--- src/rtl/snn_event_arbiter_pkg.sv ---
// Shared constants and types for the SNN event arbiter: address sizing,
// event source encoding and the output-register state.
package snn_pkg;

  localparam int ADDR_W   = 4;
  localparam int N_NEURON = 1 << ADDR_W;

  typedef enum logic {
    SRC_EXT = 1'b0,
    SRC_REC = 1'b1
  } evt_src_t;

  typedef enum logic {
    OUT_EMPTY = 1'b0,
    OUT_HOLD  = 1'b1
  } out_state_t;

endpackage

--- src/rtl/snn_event_arbiter_if.sv ---
// Handshake bundle for the arbiter: external event intake (valid/ready push)
// and the event channel offered to the core controller (valid/ready).
interface snn_event_arbiter_if
  import snn_pkg::*;
#(
  parameter int ADDR_W = snn_pkg::ADDR_W
);

  logic              ext_valid;
  logic [ADDR_W-1:0] ext_addr;
  logic              ext_ready;

  logic              evt_valid;
  logic [ADDR_W-1:0] evt_addr;
  evt_src_t          evt_src;
  logic              evt_ready;

  // Arbiter side
  modport master (
    input  ext_valid,
    input  ext_addr,
    output ext_ready,
    output evt_valid,
    output evt_addr,
    output evt_src,
    input  evt_ready
  );

  // Environment side: event producer plus core controller
  modport slave (
    output ext_valid,
    output ext_addr,
    input  ext_ready,
    input  evt_valid,
    input  evt_addr,
    input  evt_src,
    output evt_ready
  );

endinterface

--- src/rtl/snn_event_arbiter_fifo.sv ---
// Small synchronous FIFO with show-ahead head data and an occupancy count.
// DEPTH must be a power of two so the pointers wrap naturally.
module snn_event_fifo #(
  parameter  int DEPTH = 4,
  parameter  int WIDTH = 4,
  localparam int AW    = $clog2(DEPTH),
  localparam int LW    = AW + 1
) (
  input  logic             clk_i,
  input  logic             rst_i,
  input  logic             push_i,
  input  logic [WIDTH-1:0] din_i,
  input  logic             pop_i,
  output logic [WIDTH-1:0] dout_o,
  output logic             full_o,
  output logic             empty_o,
  output logic [LW-1:0]    level_o
);

  logic [WIDTH-1:0] mem_q [DEPTH];
  logic [AW-1:0]    wr_ptr_q, wr_ptr_d;
  logic [AW-1:0]    rd_ptr_q, rd_ptr_d;
  logic [LW-1:0]    level_q, level_d;
  logic             do_push, do_pop;

  assign full_o  = (level_q == LW'(DEPTH));
  assign empty_o = (level_q == '0);
  assign do_push = push_i & ~full_o;
  assign do_pop  = pop_i & ~empty_o;
  assign dout_o  = mem_q[rd_ptr_q];
  assign level_o = level_q;

  always_comb begin
    wr_ptr_d = wr_ptr_q;
    rd_ptr_d = rd_ptr_q;
    level_d  = level_q;
    if (do_push) wr_ptr_d = wr_ptr_q + AW'(1);
    if (do_pop)  rd_ptr_d = rd_ptr_q + AW'(1);
    case ({do_push, do_pop})
      2'b10:   level_d = level_q + LW'(1);
      2'b01:   level_d = level_q - LW'(1);
      default: level_d = level_q;
    endcase
  end

  always_ff @(posedge clk_i) begin
    if (rst_i) begin
      wr_ptr_q <= '0;
      rd_ptr_q <= '0;
      level_q  <= '0;
    end else begin
      wr_ptr_q <= wr_ptr_d;
      rd_ptr_q <= rd_ptr_d;
      level_q  <= level_d;
    end
  end

  // Storage carries no reset; validity is tracked by the pointers alone.
  always_ff @(posedge clk_i) begin
    if (do_push) mem_q[wr_ptr_q] <= din_i;
  end

endmodule

--- src/rtl/snn_event_arbiter.sv ---
// Event scheduler for the SNN core: merges external FIFO events and recurrent
// spike events into a single registered valid/ready stream.
module snn_event_arbiter
  import snn_pkg::*;
#(
  parameter  int FIFO_DEPTH = 4,
  parameter  int ADDR_W     = snn_pkg::ADDR_W,
  parameter  int N_NEURON   = snn_pkg::N_NEURON,
  parameter  int EXT_WEIGHT = 2,
  parameter  int CNT_W      = 8,
  localparam int LVL_W      = $clog2(FIFO_DEPTH) + 1,
  localparam int CR_W       = $clog2(EXT_WEIGHT + 1)
) (
  input  logic                 clock_i,
  input  logic                 reset_i,
  input  logic                 enable_i,
  snn_event_arbiter_if.master  arb_if,
  input  logic [N_NEURON-1:0]  spike_i,
  input  logic                 spike_done_i,
  output logic [N_NEURON-1:0]  pending_o,
  output logic [LVL_W-1:0]     fifo_level_o,
  output logic [CNT_W-1:0]     merge_cnt_o
);

  // First set bit at or above ptr, wrapping; relies on N_NEURON == 2**ADDR_W.
  function automatic logic [ADDR_W-1:0] rr_find(input logic [N_NEURON-1:0] mask,
                                                input logic [ADDR_W-1:0]   ptr);
    logic [ADDR_W-1:0] idx;
    logic [ADDR_W-1:0] res;
    logic              found;
    res   = '0;
    found = 1'b0;
    for (int i = 0; i < N_NEURON; i++) begin
      idx = ptr + ADDR_W'(i);
      if (!found && mask[idx]) begin
        res   = idx;
        found = 1'b1;
      end
    end
    return res;
  endfunction

  logic                fifo_full, fifo_empty, fifo_push, fifo_pop;
  logic [ADDR_W-1:0]   fifo_head;

  out_state_t          state_q, state_d;
  logic [ADDR_W-1:0]   addr_q, addr_d;
  evt_src_t            src_q, src_d;
  logic [N_NEURON-1:0] pending_q, pending_d;
  logic [ADDR_W-1:0]   rr_ptr_q, rr_ptr_d;
  logic [CR_W-1:0]     credit_q, credit_d;
  logic [CNT_W-1:0]    merge_cnt_q, merge_cnt_d;

  logic                handshake, load_en;
  logic                cand_e, cand_r, grant_ext, grant_rec, merge_hit;
  logic [ADDR_W-1:0]   rec_idx;
  logic [N_NEURON-1:0] clr;

  snn_event_fifo #(
    .DEPTH (FIFO_DEPTH),
    .WIDTH (ADDR_W)
  ) u_fifo (
    .clk_i   (clock_i),
    .rst_i   (reset_i),
    .push_i  (fifo_push),
    .din_i   (arb_if.ext_addr),
    .pop_i   (fifo_pop),
    .dout_o  (fifo_head),
    .full_o  (fifo_full),
    .empty_o (fifo_empty),
    .level_o (fifo_level_o)
  );

  assign arb_if.ext_ready = enable_i & ~fifo_full & ~reset_i;
  assign fifo_push        = arb_if.ext_valid & arb_if.ext_ready;

  assign handshake = (state_q == OUT_HOLD) & arb_if.evt_ready & ~reset_i;
  assign load_en   = enable_i & ~reset_i & ((state_q == OUT_EMPTY) | handshake);

  assign cand_e    = ~fifo_empty;
  assign cand_r    = |pending_q;
  assign grant_ext = load_en & cand_e & (~cand_r | (credit_q < CR_W'(EXT_WEIGHT)));
  assign grant_rec = load_en & cand_r & ~grant_ext;
  assign fifo_pop  = grant_ext;
  assign rec_idx   = rr_find(pending_q, rr_ptr_q);

  // One-hot clear of the recurrent event being loaded this cycle.
  generate
    for (genvar gi = 0; gi < N_NEURON; gi++) begin : g_clr
      assign clr[gi] = grant_rec & (rec_idx == ADDR_W'(gi));
    end
  endgenerate

  // A bit freshly cleared by a grant and re-set by a spike is not a merge.
  assign merge_hit = spike_done_i & (|(pending_q & ~clr & spike_i));

  always_comb begin
    state_d     = state_q;
    addr_d      = addr_q;
    src_d       = src_q;
    rr_ptr_d    = rr_ptr_q;
    credit_d    = credit_q;
    merge_cnt_d = merge_cnt_q;
    pending_d   = pending_q & ~clr;
    if (spike_done_i) pending_d = pending_d | spike_i;
    if (merge_hit && (merge_cnt_q != '1)) merge_cnt_d = merge_cnt_q + CNT_W'(1);

    if (grant_ext) begin
      state_d  = OUT_HOLD;
      addr_d   = fifo_head;
      src_d    = SRC_EXT;
      credit_d = (credit_q < CR_W'(EXT_WEIGHT)) ? credit_q + CR_W'(1) : CR_W'(EXT_WEIGHT);
    end else if (grant_rec) begin
      state_d  = OUT_HOLD;
      addr_d   = rec_idx;
      src_d    = SRC_REC;
      rr_ptr_d = rec_idx + ADDR_W'(1);
      credit_d = '0;
    end else if (load_en || handshake) begin
      state_d = OUT_EMPTY;
    end
  end

  always_ff @(posedge clock_i) begin
    if (reset_i) begin
      state_q     <= OUT_EMPTY;
      addr_q      <= '0;
      src_q       <= SRC_EXT;
      pending_q   <= '0;
      rr_ptr_q    <= '0;
      credit_q    <= '0;
      merge_cnt_q <= '0;
    end else begin
      state_q     <= state_d;
      addr_q      <= addr_d;
      src_q       <= src_d;
      pending_q   <= pending_d;
      rr_ptr_q    <= rr_ptr_d;
      credit_q    <= credit_d;
      merge_cnt_q <= merge_cnt_d;
    end
  end

  assign arb_if.evt_valid = (state_q == OUT_HOLD);
  assign arb_if.evt_addr  = addr_q;
  assign arb_if.evt_src   = src_q;
  assign pending_o        = pending_q;
  assign merge_cnt_o      = merge_cnt_q;

endmodule

--- src/flat_wrapper.sv ---
// flat-port wrapper written by rule: the top's interface ports become plain ports
module snn_event_arbiter_flat import snn_pkg::*;
#(
  parameter  int FIFO_DEPTH = 4,
  parameter  int ADDR_W     = snn_pkg::ADDR_W,
  parameter  int N_NEURON   = snn_pkg::N_NEURON,
  parameter  int EXT_WEIGHT = 2,
  parameter  int CNT_W      = 8,
  localparam int LVL_W      = $clog2(FIFO_DEPTH) + 1,
  localparam int CR_W       = $clog2(EXT_WEIGHT + 1)
)
  (clock_i, reset_i, enable_i, spike_i, spike_done_i, pending_o, fifo_level_o, merge_cnt_o, arb_if_ext_valid, arb_if_ext_addr, arb_if_ext_ready, arb_if_evt_valid, arb_if_evt_addr, arb_if_evt_src, arb_if_evt_ready);
  snn_event_arbiter_if #(.ADDR_W(ADDR_W)) arb_if_i ();
  input  logic clock_i;
  input  logic reset_i;
  input  logic enable_i;
  input  logic [N_NEURON-1:0] spike_i;
  input  logic spike_done_i;
  output logic [N_NEURON-1:0] pending_o;
  output logic [LVL_W-1:0] fifo_level_o;
  output logic [CNT_W-1:0] merge_cnt_o;
  input wire logic [$bits(arb_if_i.ext_valid)-1:0] arb_if_ext_valid;
  input wire logic [$bits(arb_if_i.ext_addr)-1:0] arb_if_ext_addr;
  output wire logic [$bits(arb_if_i.ext_ready)-1:0] arb_if_ext_ready;
  output wire logic [$bits(arb_if_i.evt_valid)-1:0] arb_if_evt_valid;
  output wire logic [$bits(arb_if_i.evt_addr)-1:0] arb_if_evt_addr;
  output wire logic [$bits(arb_if_i.evt_src)-1:0] arb_if_evt_src;
  input wire logic [$bits(arb_if_i.evt_ready)-1:0] arb_if_evt_ready;
  assign arb_if_i.ext_valid = arb_if_ext_valid;
  assign arb_if_i.ext_addr = arb_if_ext_addr;
  assign arb_if_ext_ready = arb_if_i.ext_ready;
  assign arb_if_evt_valid = arb_if_i.evt_valid;
  assign arb_if_evt_addr = arb_if_i.evt_addr;
  assign arb_if_evt_src = arb_if_i.evt_src;
  assign arb_if_i.evt_ready = arb_if_evt_ready;
  snn_event_arbiter #(.FIFO_DEPTH(FIFO_DEPTH), .ADDR_W(ADDR_W), .N_NEURON(N_NEURON), .EXT_WEIGHT(EXT_WEIGHT), .CNT_W(CNT_W)) u_core (.clock_i(clock_i), .reset_i(reset_i), .enable_i(enable_i), .arb_if(arb_if_i), .spike_i(spike_i), .spike_done_i(spike_done_i), .pending_o(pending_o), .fifo_level_o(fifo_level_o), .merge_cnt_o(merge_cnt_o));
endmodule
--- config.mk ---
export PLATFORM = sky130hd
export DESIGN_NAME = snn_event_arbiter_flat
export DESIGN_NICKNAME = d
export VERILOG_FILES = /design/src/rtl/snn_event_arbiter_pkg.sv /design/src/rtl/snn_event_arbiter_if.sv /design/src/rtl/snn_event_arbiter_fifo.sv /design/src/rtl/snn_event_arbiter.sv /design/src/flat_wrapper.sv
export SDC_FILE = /design/constraint.sdc
export NUM_CORES = 1
export LEC_CHECK = 0
export CAP_MARGIN = 20
export CORE_MARGIN = 2
export CORE_UTILIZATION = 30
export DETAILED_ROUTE_END_ITERATION = 7
export GPL_ROUTABILITY_DRIVEN = 0
export GPL_TIMING_DRIVEN = 0
export HOLD_SLACK_MARGIN = 0.03
export REMOVE_ABC_BUFFERS = 1
export SETUP_SLACK_MARGIN = 0.2
export SYNTH_ARGS = -nofsm -noshare
export SYNTH_HDL_FRONTEND = slang
export SYNTH_HIERARCHICAL = 1
export SYNTH_SLANG_ARGS = --single-unit
--- constraint.sdc ---
create_clock -name clock_i -period 5.8 [get_ports clock_i]
set_input_delay 1.45 -clock clock_i [delete_from_list [all_inputs] [get_ports clock_i]]
set_output_delay 1.45 -clock clock_i [all_outputs]
set_load 0.05 [all_outputs]
==> results by group, run 1 <==
Worst setup path
  • Flop-to-flop setup slack: just under 0.4 ns
  • RR Startpoint: u_core/rr_ptr_q[1]
  • Setup CP Type: flop to flop
  • Critical path launch point type: flop
  • Worst-path maximum fanout: 20
  • Worst r2r path cells: 19
  • CP endpoint kind: flop
  • Critical Path RT: around 6 ns
  • Worst R2R End: u_core/merge_cnt_o[7]
  • CP startpoint: u_core/rr_ptr_q[1]
  • Worst Path Arrival: approximately 5.6 ns
  • Worst setup path end: u_core/merge_cnt_o[7]

Route
  • Detailed Route Iter0 Violations: approximately 470
  • Wire per inst: 18.01 um
  • Drt drc: 0
  • Via count: approximately 5k
  • Via/cell ratio: roughly 5.7
  • Post-route antenna net violation count: 0
  • Total wire length: between 15 and 20 mm
  • Pre-Repair DR Iteration Count: 5

Cells and area
  • Share of cells above drive strength 1: a little under a fifth
  • Fin nets: ~700
  • Area Overhead vs Synth: 22.18%
  • Post-route cell area: about 6700 um^2
  • Final core occ: between 30 and 40%
  • # diodes: 0

STA
  • Endpoints failing setup: 0
  • Slew Viols, Final: 0
  • Final WS setup: slightly below 0.4 ns
  • Period utilization: a little over 90%
  • Fin Setup TNS: 0 ns
  • Crit path time final: 5.415 ns
  • Fmax: 0.1847 GHz
  • Clock Skews: approximately 0.0080 ns
  • Fin. Hold Viols: 0
  • RSZ-0062 raised after global routing: no
  • Hold_ws: 0.4569 ns
  • Tightest Pin Transition: ~0.83 ns
  • Worst rel slew slack: about 44%

Power and ir drop
  • Sw Share: slightly above 50%
  • Leakage power: ~2.3 nW
  • Sequential power share: ~17%
  • Power Density: about 500 nW/um^2
  • Total net switching power: ~1.7 mW
  • Internal Power: 1.646 mW
  • Peak supply drop: around 0.00023 V
  • Part of the power in the clock network: between 10% and 20%
  • Combinational fraction of design power: roughly 70%

Die
  • Std-Cell Core Area: about 18000 um^2
  • # rows: 49
  • Chip Height: approximately 140 um
  • Die area: 19260 um^2
  • IO Pins: 60
  • DIE WIDTH: ~140 um
  • Initial core utilization: slightly above 30%

Outcome
  • Status: finished clean

Logic synthesis
  • Largest area contributor in the netlist: dfxtp_1
  • Post-Synthesis Cells: ~610
  • Top cell type's share of synthesized area: about 17%
  • Async S/R FF share, synth: 0%
  • Yosys cell types: 85
  • Post-Syn Area: between 5000 and 6000 um^2
  • Top cells by count, synth: 58 x nand2_1, 46 x a21oi_1, 45 x dfxtp_1, 42 x nor2_1, 35 x o21ai_0
  • Synth Flop Type: dfxtp_1
  • Seq/Total Area, Yosys: 25.35%
  • Post-synth EDFFs: 16
  • #FFs+latches synth: 61
  • Avg Synthesized Cell Area: roughly 9 um^2
  • Cell with the most instances after synthesis: nand2_1
  • Area contributors post-synth: dfxtp_1 17%, mux4_2 11%, edfxtp_1 8.8%, mux2i_1 5.3%, mux2_2 4.5%
  • YS warnings: 6

Hold path
  • Worst hold path type: flop to flop

Clock network
  • CTS tree: yes
  • Max clock buf depth: 2
  • Clock root buffer master: clkbuf_16
  • Clk sinks: about 60
  • # H-tree levels: 3
  • Total CTS buffers: 9
  • Clk_lat worst skew: about 0.33 ns
  • Worst-path clk slew: roughly 0.050 ns

Placed design
  • Post-DP HPWL: ~12 mm
  • Placement Setup Slack: -0.9570 ns
  • Buffers on Ports: around 60
  • Post-DP Area: about 6200 um^2

Global route
  • Tot GR Track Use: between 15 and 20%
  • Largest net degree at the start of global routing: 45
  • Global-route wire length before repair: 25.72 mm
  • Total grt overflow: 0
  • Initial antenna violation count: 0
  • Vias in the first global route: 4818

Job
  • MaxCap Viol Count: 0
[cell families after synthesis]
group	Yosys count	share of synthesized area [%]
AO/OA/AOI/OAI	168	20.53
XOR/XNOR	18	3.444
adder cells (fa/ha/maj)	14	3.353
buffers and inverters	53	4.822
flip-flops	61	25.35
multiplexers	88	23.26
AND/OR/NAND/NOR	203	19.24
[metrics by stage]
stage	power, mW	std cells
final	3.365	888
after global routing	3.569	888
after CTS	3.258	881
after detailed placement	2.720	864
after global placement	2.719	862
after floorplan	2.142	574
[layout by cell type (no fill, tap or decap), types with 6 or more instances in the layout]
master and count:
mux4_2 26, o211ai_1 8, a21oi_1 46, nand2b_1 12
nor2b_1 10, ha_1 11, and2_1 8, clkbuf_16 9
nand2_1 57, clkdlybuf4s50_1 58, dfxtp_1 42, nand3_1 16
or3_1 7, nor3_1 8, buf_4 6, o21ai_0 35
nor2_1 42, a211oi_1 8, inv_1 21, xnor2_1 9
a31oi_1 6, mux2_2 22, mux2i_1 27, edfxtp_1 16
nor4_1 7, o22ai_1 7, mux2_1 7
[timing repair]
action	CTS	global route
resized for setup	9	12
setup buffers	1	6
endpoints found under the setup margin	25	8
pin swaps	1	3
hold buffers	0	0
[power groups by stage]
stage	Clock [mW]	Sequential (mW)	Combinational [mW]
global route	0.513	0.567	2.49
finish	0.483	0.560	2.32
detailed placement	0	0.573	2.15
global placement	0	0.585	2.13
CTS	0.498	0.566	2.19
floorplan	0	0.629	1.51
[worst max-delay path, stage by stage (launching register included)]
cell	delay, ns
dfxtp_4	0.47
buf_16	0.20
inv_1	0.18
ha_4	0.40
buf_4	0.22
mux2i_1	0.13
mux4_2	0.57
mux2_2	0.38
nand2_2	0.18
nor4_1	0.09
o32a_1	0.35
o211ai_1	0.35
and2_2	0.32
nand2_1	0.17
o21ai_0	0.32
o2111ai_2	0.19
nor3_4	0.25
buf_12	0.14
nor4_2	0.05
mux2_1	0.32
[metal layers]
layer	vias to the layer above	share of wire [%]	track usage (%)	wire length, um
li1	2405	-	-	-
met1	2464	44	21.25	7075
met2	192	48	26.86	7697
met3	21	6.2	2.590	986
met4	0	1.5	5.848	232
met5	-	0	0	0
[cell type report]
class / instances / area [um^2]
clock buffers: 9 / 225.2
clock inverters: 7 / 50.05
fillers: 1863 / 11240
inverters: 22 / 85.08
multi-input cells: 491 / 3892
flip-flops and latches: 61 / 1393
well taps: 229 / 286.5
repair buffers: 69 / 725.7
[flip-flops by register name, summed over array words and instances, names as in the netlist, named ones only]
register / flops
u_core/pending_o: 16
u_core/u_fifo/mem_q: 16
u_core/merge_cnt_o: 8
u_core/arb_if.evt_addr: 4
u_core/rr_ptr_q: 4
u_core/u_fifo/level_o: 3
u_core/credit_q: 2
u_core/u_fifo/rd_ptr_q: 2
u_core/u_fifo/wr_ptr_q: 2
u_core/arb_if.evt_src: 1
u_core/arb_if.evt_valid: 1
[how the worst min path moves through the flow]
stage | start | endpoint | slack [ns] | cells after the start
after CTS | u_core/arb_if.evt_src | u_core/arb_if.evt_src | 0.46 | 2
after global routing | u_core/arb_if.evt_src | u_core/arb_if.evt_src | 0.51 | 2
after floorplan | u_core/credit_q[0] | u_core/credit_q[0] | 0.45 | 2
final | u_core/arb_if.evt_src | u_core/arb_if.evt_src | 0.46 | 2
after detailed placement | u_core/arb_if.evt_src | u_core/arb_if.evt_src | 0.45 | 2
after global placement | u_core/arb_if.evt_src | u_core/arb_if.evt_src | 0.45 | 2
Power figures use the tool's default switching activity.
==> inputs of run 2 (changes only) <==
- ABC_AREA: not set -> 1
==> run 2 against run 1 <==
Worst hold slack better by 0.027 ns; highest routed layer unchanged; global-route usage rose by 0.38 points; non-clock buffer count down 8; clock power grew 9.1%; flip-flop and latch count is the same; setup slack better by 0.27 ns; wire length decreased by 12%.
==> results by group, run 2 <==
Logic synthesis
  • Top cells by count, synth: 199 x nand2_1, 136 x nand3_1, 72 x inv_1, 66 x nor2_1, 45 x dfxtp_1
  • Area contributors post-synth: dfxtp_1 19%, nand2_1 15%, nand3_1 14%, edfxtp_1 9.9%, inv_1 5.6%
  • YS warnings: 6 (unchanged)
  • Top cell type's share of synthesized area: 18.58% (+2.0 points)
  • Yosys cell types: 44 (-48%)
  • Post-Synthesis Cells: 743 (+23%)
  • Cell with the most instances after synthesis: nand2_1
  • Async S/R FF share, synth: 0% (unchanged)
  • Post-Syn Area: 4850 um^2 (-11%)
  • Avg Synthesized Cell Area: 6.527 um^2 (-28%)
  • Post-synth EDFFs: 16 (unchanged)
  • Synth Flop Type: dfxtp_1
  • #FFs+latches synth: 61 (unchanged)
  • Seq/Total Area, Yosys: 28.48% (+3.1 points)
  • Largest area contributor in the netlist: dfxtp_1

Clock network
  • Clk sinks: 61 (unchanged)
  • Total CTS buffers: 9 (unchanged)
  • Clk_lat worst skew: 0.33 ns (about the same)
  • Hold-fix buffer count after cts: 0 (unchanged)
  • Max clock buf depth: 2 (unchanged)
  • CTS tree: yes
  • Worst-path clk slew: 0.05 ns (about the same)
  • Clock root buffer master: clkbuf_16
  • # H-tree levels: 3 (unchanged)

Worst setup path
  • CP endpoint kind: output pin
  • Critical Path RT: 4.35 ns (-1.66 ns)
  • RR Startpoint: u_core/rr_ptr_q[0]
  • Critical path launch point type: primary input
  • Crit path cell chain: clkdlybuf4s50_1 -> buf_16 -> nor3_1 -> clkdlybuf4s50_1
  • Worst-path maximum fanout: 18 (-10%)
  • Worst R2R End: u_core/merge_cnt_o[5]
  • Worst r2r path cells: 28 (+9)
  • Top cell by count, worst path: clkdlybuf4s50_1
  • Setup CP Type: primary input to output pin
  • Worst setup path end: arb_if_ext_ready
  • Flop-to-flop setup slack: 0.74 ns (+0.36 ns)
  • Crit path max-delay cell type: clkdlybuf4s50_1
  • Crit path largest cell delay: 0.84 ns (+0.27 ns)
  • CP startpoint: reset_i
  • Worst Path Arrival: 3.70 ns (-1.92 ns)

Global route
  • Total grt overflow: 0 (unchanged)
  • Initial antenna violation count: 0 (unchanged)
  • Largest net degree at the start of global routing: 26 (-42%)
  • Vias in the first global route: 4725 (-1.9%)
  • Global-route wire length before repair: 23.51 mm (-8.6%)
  • Tot GR Track Use: 16.53% (+0.38 points)

Power and ir drop
  • Peak supply drop: 0.0002897 V (+26%)
  • Leakage power: 2.547 nW (+10%)
  • Total power: 3.366 mW (about the same)
  • Internal Power: 1.474 mW (-10%)
  • Power Density: 566.2 nW/um^2 (+12%)
  • Sw Share: 56.20% (+5.1 points)
  • Total net switching power: 1.892 mW (+10%)
  • Combinational fraction of design power: 67.5% (-1.5 points)
  • Part of the power in the clock network: 15.6% (+1.3 points)
  • Sequential power share: 16.8% (about the same)

Route
  • Drt drc: 0 (unchanged)
  • Total wire length: 14.08 mm (-12%)
  • Detailed Route Iter0 Violations: 398 (-15%)
  • Via/cell ratio: 4.916 (-14%)
  • Wire per inst: 13.84 um (-23%)
  • Via count: 5000 (-1.6%)
  • Pre-Repair DR Iteration Count: 7 (+2)
  • Post-route antenna net violation count: 0 (unchanged)

STA
  • Clock Skews: 0.004617 ns (-0.003376 ns)
  • Worst rel slew slack: 34.04% (-10 points)
  • RSZ-0062 raised after global routing: no
  • Tightest Pin Transition: 0.9823 ns (+0.1476 ns)
  • Crit path time final: 5.146 ns (-0.2692 ns)
  • Fin Setup TNS: 0 ns (unchanged)
  • Slew Viols, Final: 0 (unchanged)
  • Period utilization: 88.73% (-4.6 points)
  • Fmax: 0.1943 GHz (+5.2%)
  • Fin. Hold Viols: 0 (unchanged)
  • Endpoints failing setup: 0 (unchanged)

Die
  • Chip Height: 131.1 um (-5.5%)
  • DIE WIDTH: 131.1 um (-5.5%)
  • # rows: 46 (-6.1%)
  • IO Pins: 60 (unchanged)
  • Die area: 17200 um^2 (-11%)
  • Initial core utilization: 30.64% (+0.20 points)
  • Std-Cell Core Area: 15830 um^2 (-12%)

Cells and area
  • Non-filler cells, final: 1017 (+15%)
  • Most frequent cells in the layout: 199 x nand2_1, 136 x nand3_1, 70 x inv_1
  • Post-route cell area: 5944 um^2 (-11%)
  • Most common cell after layout, fill and taps aside: nand2_1
  • Fillcell total: 1663 (-11%)
  • Area Overhead vs Synth: 22.57%
  • Share of cells above drive strength 1: 8.739% (-9.3 points)
  • Final core occ: 37.56% (+0.37 points)
  • Fin nets: 836 (+20%)
  • # diodes: 0 (unchanged)

Hold path
  • Hold depth: 2 (unchanged)
  • Worst hold path type: flop to flop

Placed design
  • Buffers on Ports: 59 (unchanged)
  • Number of placed instances, taps included: 1000 (+16%)
  • Post-DP HPWL: 10.77 mm (-8.4%)
  • Post-DP Area: 5627 um^2 (-9.2%)

Job
  • MaxCap Viol Count: 0 (unchanged)

Outcome
  • Status: finished clean
-- run 2: timing repair --
| action | in CTS | in global routing |
|---|---|---|
| setup endpoints to repair | 8 | 8 |
| buffers inserted | 1 | 0 |
| gates resized for setup | 2 | 4 |
-- run 2: final cells by class --
| cell class | instances | area [um^2] | area share, % |
|---|---|---|---|
| clock buffer | 12 | 246.5 | 4.146 |
| clock inverter | 4 | 48.80 | 0.8209 |
| inverter | 88 | 337.8 | 5.683 |
| multi-input combinational | 575 | 3029 | 50.96 |
| sequential | 61 | 1386 | 23.32 |
| tap | 216 | 270.3 | 4.546 |
| timing repair buffer | 61 | 625.6 | 10.52 |
-- run 2: worst max-delay path, delay by kind of cell --
kind	cells	cell delay, ns
buf+inv	3	2.00
simple gates	1	0.23
-- run 2: kinds of logic after synthesis --
| family | after synthesis | synth area share (%) |
|---|---|---|
| AOI/OAI and AO/OA | 77 | 8.850 |
| xor gates and xnor gates | 14 | 3.070 |
| adders and majority gates | 14 | 3.767 |
| buffers and inverters | 107 | 9.107 |
| DFF | 61 | 28.48 |
| and+or+nand+nor | 470 | 46.72 |
-- run 2: worst min path at each step --
| stage | from | end | slack (ns) |
|---|---|---|---|
| after CTS | u_core/u_fifo/rd_ptr_q[0] | u_core/u_fifo/rd_ptr_q[0] | 0.48 |
| after global placement | u_core/credit_q[1] | u_core/credit_q[1] | 0.47 |
| final | u_core/arb_if.evt_addr[2] | u_core/arb_if.evt_addr[2] | 0.48 |
| after floorplan | u_core/credit_q[1] | u_core/credit_q[1] | 0.45 |
| after global routing | u_core/u_fifo/rd_ptr_q[0] | u_core/u_fifo/rd_ptr_q[0] | 0.52 |
| after detailed placement | u_core/u_fifo/rd_ptr_q[0] | u_core/u_fifo/rd_ptr_q[0] | 0.47 |
-- run 2: power by group through the flow --
stage | combinational [mW] | sequential, mW | clock, mW
4_1_cts | 2.24 | 0.566 | 0.536
5_1_grt | 2.54 | 0.573 | 0.560
6_report | 2.27 | 0.567 | 0.527
3_5_place_dp | 2.23 | 0.573 | 0
3_3_place_gp | 2.24 | 0.574 | 0
2_1_floorplan | 1.62 | 0.624 | 0
-- run 2: layer usage --
| metal | up-vias | GRT usage [%] | part of all wire [%] |
|---|---|---|---|
| li1 | 2575 | - | - |
| met1 | 2265 | 21.71 | 47 |
| met2 | 141 | 27.81 | 46 |
| met3 | 19 | 2.971 | 5.7 |
| met4 | 0 | 4.650 | 1.7 |
| met5 | - | 0 | 0 |
-- run 2: per-stage QoR --
stage,setup slack (ns),hold slack [ns]
6_report,0.6539,0.4836
5_1_grt,0.2142,0.5152
4_1_cts,0.3184,0.4826
3_5_place_dp,-0.03131,0.4708
3_3_place_gp,-0.05885,0.4715
2_1_floorplan,1.300,0.4480
==> edit 1: new RTL, settings of run 2 <==
`EXT_WEIGHT` is set to 2 in 2 places; all go to 4.
--- a/src/rtl/snn_event_arbiter.sv
+++ b/src/rtl/snn_event_arbiter.sv
@@ -7,5 +7,5 @@
   parameter  int ADDR_W     = snn_pkg::ADDR_W,
   parameter  int N_NEURON   = snn_pkg::N_NEURON,
-  parameter  int EXT_WEIGHT = 2,
+  parameter  int EXT_WEIGHT = 4,
   parameter  int CNT_W      = 8,
   localparam int LVL_W      = $clog2(FIFO_DEPTH) + 1,
--- a/src/flat_wrapper.sv
+++ b/src/flat_wrapper.sv
@@ -5,5 +5,5 @@
   parameter  int ADDR_W     = snn_pkg::ADDR_W,
   parameter  int N_NEURON   = snn_pkg::N_NEURON,
-  parameter  int EXT_WEIGHT = 2,
+  parameter  int EXT_WEIGHT = 4,
   parameter  int CNT_W      = 8,
   localparam int LVL_W      = $clog2(FIFO_DEPTH) + 1,
Function: changed (a bounded check fails within 10 cycles, from zero or initial values and one cycle with reset_i high).
==> edit 1 against run 2 <==
- wire length fell by 1.8%
- die area fell by 1.4%
- total power fell by 9.2%
- clock skew rose by 1.8 ps
- setup slack improved by 140 ps
- clock power rose by 14%
- utilization rose by 0.39 points
- synthesized area fell by 1.4%
- sequential cell count rose by 1
- design area rose by 0.29%
- largest cell class unchanged
- register-to-register slack improved by 150 ps
- synthesized cell count fell by 0.81%
==> edit 1: results (changes against run 2) <==
| Metric | Value |
|---|---|
| Wire length on met2 | `6440 um (was 6490 um)` |
| Worst hold endpoint | `u_core/credit_q[0] (was u_core/arb_if.evt_addr[2])` |
| Worst reg2reg path startpoint | `u_core/rr_ptr_q[1] (was u_core/rr_ptr_q[0])` |
| Commonest cells post-synth | `nand2_1 (211), nand3_1 (116), nor2_1 (75) (was nand2_1 (199), nand3_1 (136), inv_1 (72))` |
| Clock Power Share | `19.7% (was 15.6%)` |
| Sw Share | `53.2% (was 56.2%)` |
| Layout Nets | `835 (was 836)` |
| Multi-input logic area | `2990 um^2 (was 3030 um^2)` |
| Grt met2 use | `27.4% (was 27.8%)` |
| Met3 routed WL | `663 um (was 807 um)` |
| Invs w/o clock | `80 (was 88)` |
| Reg2reg path depth | `32 (was 28)` |
| Share of cells above drive strength 1 | `10.1% (was 8.74%)` |
| WP data arrival | `3550 ps (was 3700 ps)` |
| First-pass GRT wire length | `22500 um (was 23500 um)` |
| Post-DP HPWL | `10500 um (was 10800 um)` |
| Drt initial violations | `325 (was 398)` |
| Clock skew | `6.37 ps (was 4.62 ps)` |
| Seq/total area | `23.6% (was 23.3%)` |
| Register area share after synthesis | `29.3% (was 28.5%)` |
| Internal reg-to-reg setup slack | `890 ps (was 740 ps)` |
| Hold path depth | `1 (was 2)` |
| Routed via count | `4959 (was 5000)` |
| Yosys reg bits | `62 (was 61)` |
| Final non-filler cell total | `1015 (was 1017)` |
| Outcome | `complete, no violations (unchanged)` |
| # clk buffers | `10 (was 12)` |
| Met3 global-route usage | `2.54% (was 2.97%)` |
-- edit 1: changes by cell type after synthesis, moves of 4 or more --
cell,run 2,this run
clkinv_1,4,0
inv_1,72,61
inv_2,12,18
nand2_1,199,211
nand3_1,136,116
nand4_1,20,25
nor2_1,66,75
nor2_4,3,7
-- edit 1: stage by stage --
stage	setup slack, ps	total power [mW]
after global placement	216	2.43
after detailed placement	253	2.43
after CTS	240	3.05
final	798	3.06
after global routing	227	3.31
after floorplan	1650	1.96
-- edit 1: kinds of logic after synthesis --
logic type / Yosys count / share of synthesized area (%)
buffers and inverters: 97 / 8.14
AO/OA/AOI/OAI: 76 / 8.72
AND/OR/NAND/NOR: 474 / 46.9
XOR/XNOR: 13 / 2.85
adder cells (fa/ha/maj): 15 / 4.08
flip-flops: 62 / 29.3
-- edit 1: timing repair --
action / in CTS / in global routing
buffers inserted: 0 / 3
gates resized for setup: 0 / 6
setup endpoints to repair: 0 / 8
hold buffers: 0 / 0
==> edit 2: new RTL, flow settings as in run 2 <==
Made on the original files. Take the reset off `addr_q` and load it in a clocked block of its own.
--- a/src/rtl/snn_event_arbiter.sv
+++ b/src/rtl/snn_event_arbiter.sv
@@ -125,5 +125,4 @@
     if (reset_i) begin
       state_q     <= OUT_EMPTY;
-      addr_q      <= '0;
       src_q       <= SRC_EXT;
       pending_q   <= '0;
@@ -133,5 +132,4 @@
     end else begin
       state_q     <= state_d;
-      addr_q      <= addr_d;
       src_q       <= src_d;
       pending_q   <= pending_d;
@@ -140,4 +138,8 @@
       merge_cnt_q <= merge_cnt_d;
     end
+  end
+
+  always_ff @(posedge clock_i) begin
+    addr_q <= addr_d;
   end
 
Behaviour: differs if reset_i is asserted again (counterexample within 4 cycles, from zero or initial values and one cycle with reset_i high); with reset_i held inactive, the same outputs for 4 cycles.
==> edit 2 against run 2 <==
- design area increased by 2.2%
- synthesized area increased by 2.8%
- total power increased by 14%
- register-to-register slack improved by 50 ps
- global-route usage decreased by 0.37 points
- count of clock-buffer cells in the layout decreased by 1
- critical path depth increased by 26
- sequential cell count unchanged
- critical endpoint is now u_core/merge_cnt_o[1]
- wire length increased by 0.42%
- setup slack improved by 140 ps
==> edit 2: results (changes against run 2) <==
| Metric | Value |
|---|---|
| Drt initial violations | `364 (was 398)` |
| Vias/cell | `4.87 (was 4.92)` |
| Post-synth EDFFs | `20 (was 16)` |
| First-pass GRT wire length | `23200 um (was 23500 um)` |
| WHS | `476 ps (was 484 ps)` |
| Post-Route WL | `14100 um (about the same)` |
| Synth unique cells | `43 (was 44)` |
| VDD IR-drop max | `0.212 mV (was 0.290 mV)` |
| Vias in the first global route | `4704 (was 4725)` |
| Wire per inst | `13.4 um (was 13.8 um)` |
| Root Buffer | `clkbuf_16 (unchanged)` |
| Dpl ws | `-33.3 ps (was -31.3 ps)` |
| Register area share after synthesis | `28.5% (about the same)` |
| Clock skew | `5.45 ps (was 4.62 ps)` |
| WP data arrival | `5230 ps (was 3700 ps)` |
| N_diodes | `0 (unchanged)` |
| Outcome | `complete, no violations (unchanged)` |
| Period utilization | `86.3% (was 88.7%)` |
| Cells after Synth | `779 (was 743)` |
| P_leak | `2.75 nW (was 2.55 nW)` |
| Internal reg-to-reg setup slack | `790 ps (was 740 ps)` |
| Area after DPL | `5720 um^2 (was 5630 um^2)` |
| Main area contributors after synthesis | `dfxtp_1 (16%), nand2_1 (16%), nand3_1 (13%) (was dfxtp_1 (19%), nand2_1 (15%), nand3_1 (14%))` |
| Tot GR Track Use | `16.2% (was 16.5%)` |
| Post-DP HPWL | `10800 um (about the same)` |
| Commonest cells post-synth | `nand2_1 (209), nand3_1 (134), inv_1 (89) (was nand2_1 (199), nand3_1 (136), inv_1 (72))` |
| Share of cells above drive strength 1 | `9.33% (was 8.74%)` |
| Layout Nets | `871 (was 836)` |
| Slew headroom | `32.3% (was 34.0%)` |
| Crit-path slowest cell | `dfxtp_2 (was clkdlybuf4s50_1)` |
| Pin count of the biggest net entering global routing | `31 (was 26)` |
| Inst Count DP | `1038 (was 1000)` |
| DRT Pass-1 Iters | `5 (was 7)` |
| Worst Path Max Fanout | `16 (was 18)` |
-- edit 2: cell count changes after synthesis, moves of 4 or more --
cell             run 2  this run
nand2_1            199       209
a31oi_1              6         1
inv_1               72        89
edfxtp_1            16        20
nand4_1             20        26
nor2_1              66        77
a21oi_1             35        29
nand3_2              2         8
dfxtp_1             45        41
-- edit 2: area by class of cell --
type	count	area, um^2
inverters	107	412
repair buffers	61	626
fillers	1760	10300
flip-flops and latches	61	1430
well taps	220	275
multi-input cells	591	3030
clock buffers	11	264
clock inverters	5	38.8
-- edit 2: what timing repair did --
action,4_1_cts,5_1_grt
resized for setup,2,5
pin swaps,0,0
setup buffers,1,0
endpoints found under the setup margin,8,8
hold endpoints to repair,0,0
-- edit 2: critical path: cells and delay by family, from the launching register on --
kind,cells,cell delay (ps)
buf+inv,5,700
flops,1,580
simple gates,24,3080
fa+ha+maj,1,540
-- edit 2: through the flow --
stage | TNS (ps) | utilization, %
after floorplan | 0 | -
after global placement | -225 | 34.9
after detailed placement | -72.1 | 34.9
after CTS | 0 | 36.8
after global routing | 0 | 37.0
final | 0 | 37.0
-- edit 2: final timing paths --
path	from	end	cells past startpoint
max	u_core/rr_ptr_q[1]	u_core/merge_cnt_o[1]	30
min	u_core/credit_q[1]	u_core/credit_q[1]	2
max reg2reg	u_core/rr_ptr_q[1]	u_core/merge_cnt_o[1]	30
min reg2reg	u_core/credit_q[1]	u_core/credit_q[1]	2
-- edit 2: cell families (layout without fill, tap and decap cells) --
family	after synthesis	count (layout)	synth area share, %
flops	61	61	28.5
simple gates	500	500	47.9
compound gates	68	68	7.25
xor+xnor	9	9	1.88
buf+inv	127	184	10.8
fa+ha+maj	14	14	3.66
-- edit 2: routing by layer --
layer / global-route usage, % / wire length [um] / vias up
met4: 4.66 / 193 / 0
li1: - / - / 2675
met5: 0 / 0 / -
met2: 26.5 / 6520 / 144
met1: 21.4 / 6580 / 2301
met3: 3.41 / 846 / 18
-- edit 2: power by group --
part / internal (mW) / switching, mW / total, mW / leakage (nW)
Clock: 0.330 / 0.201 / 0.530 / 0.144
Combinational: 0.778 / 1.94 / 2.71 / 2.08
Sequential: 0.511 / 0.0946 / 0.606 / 0.520
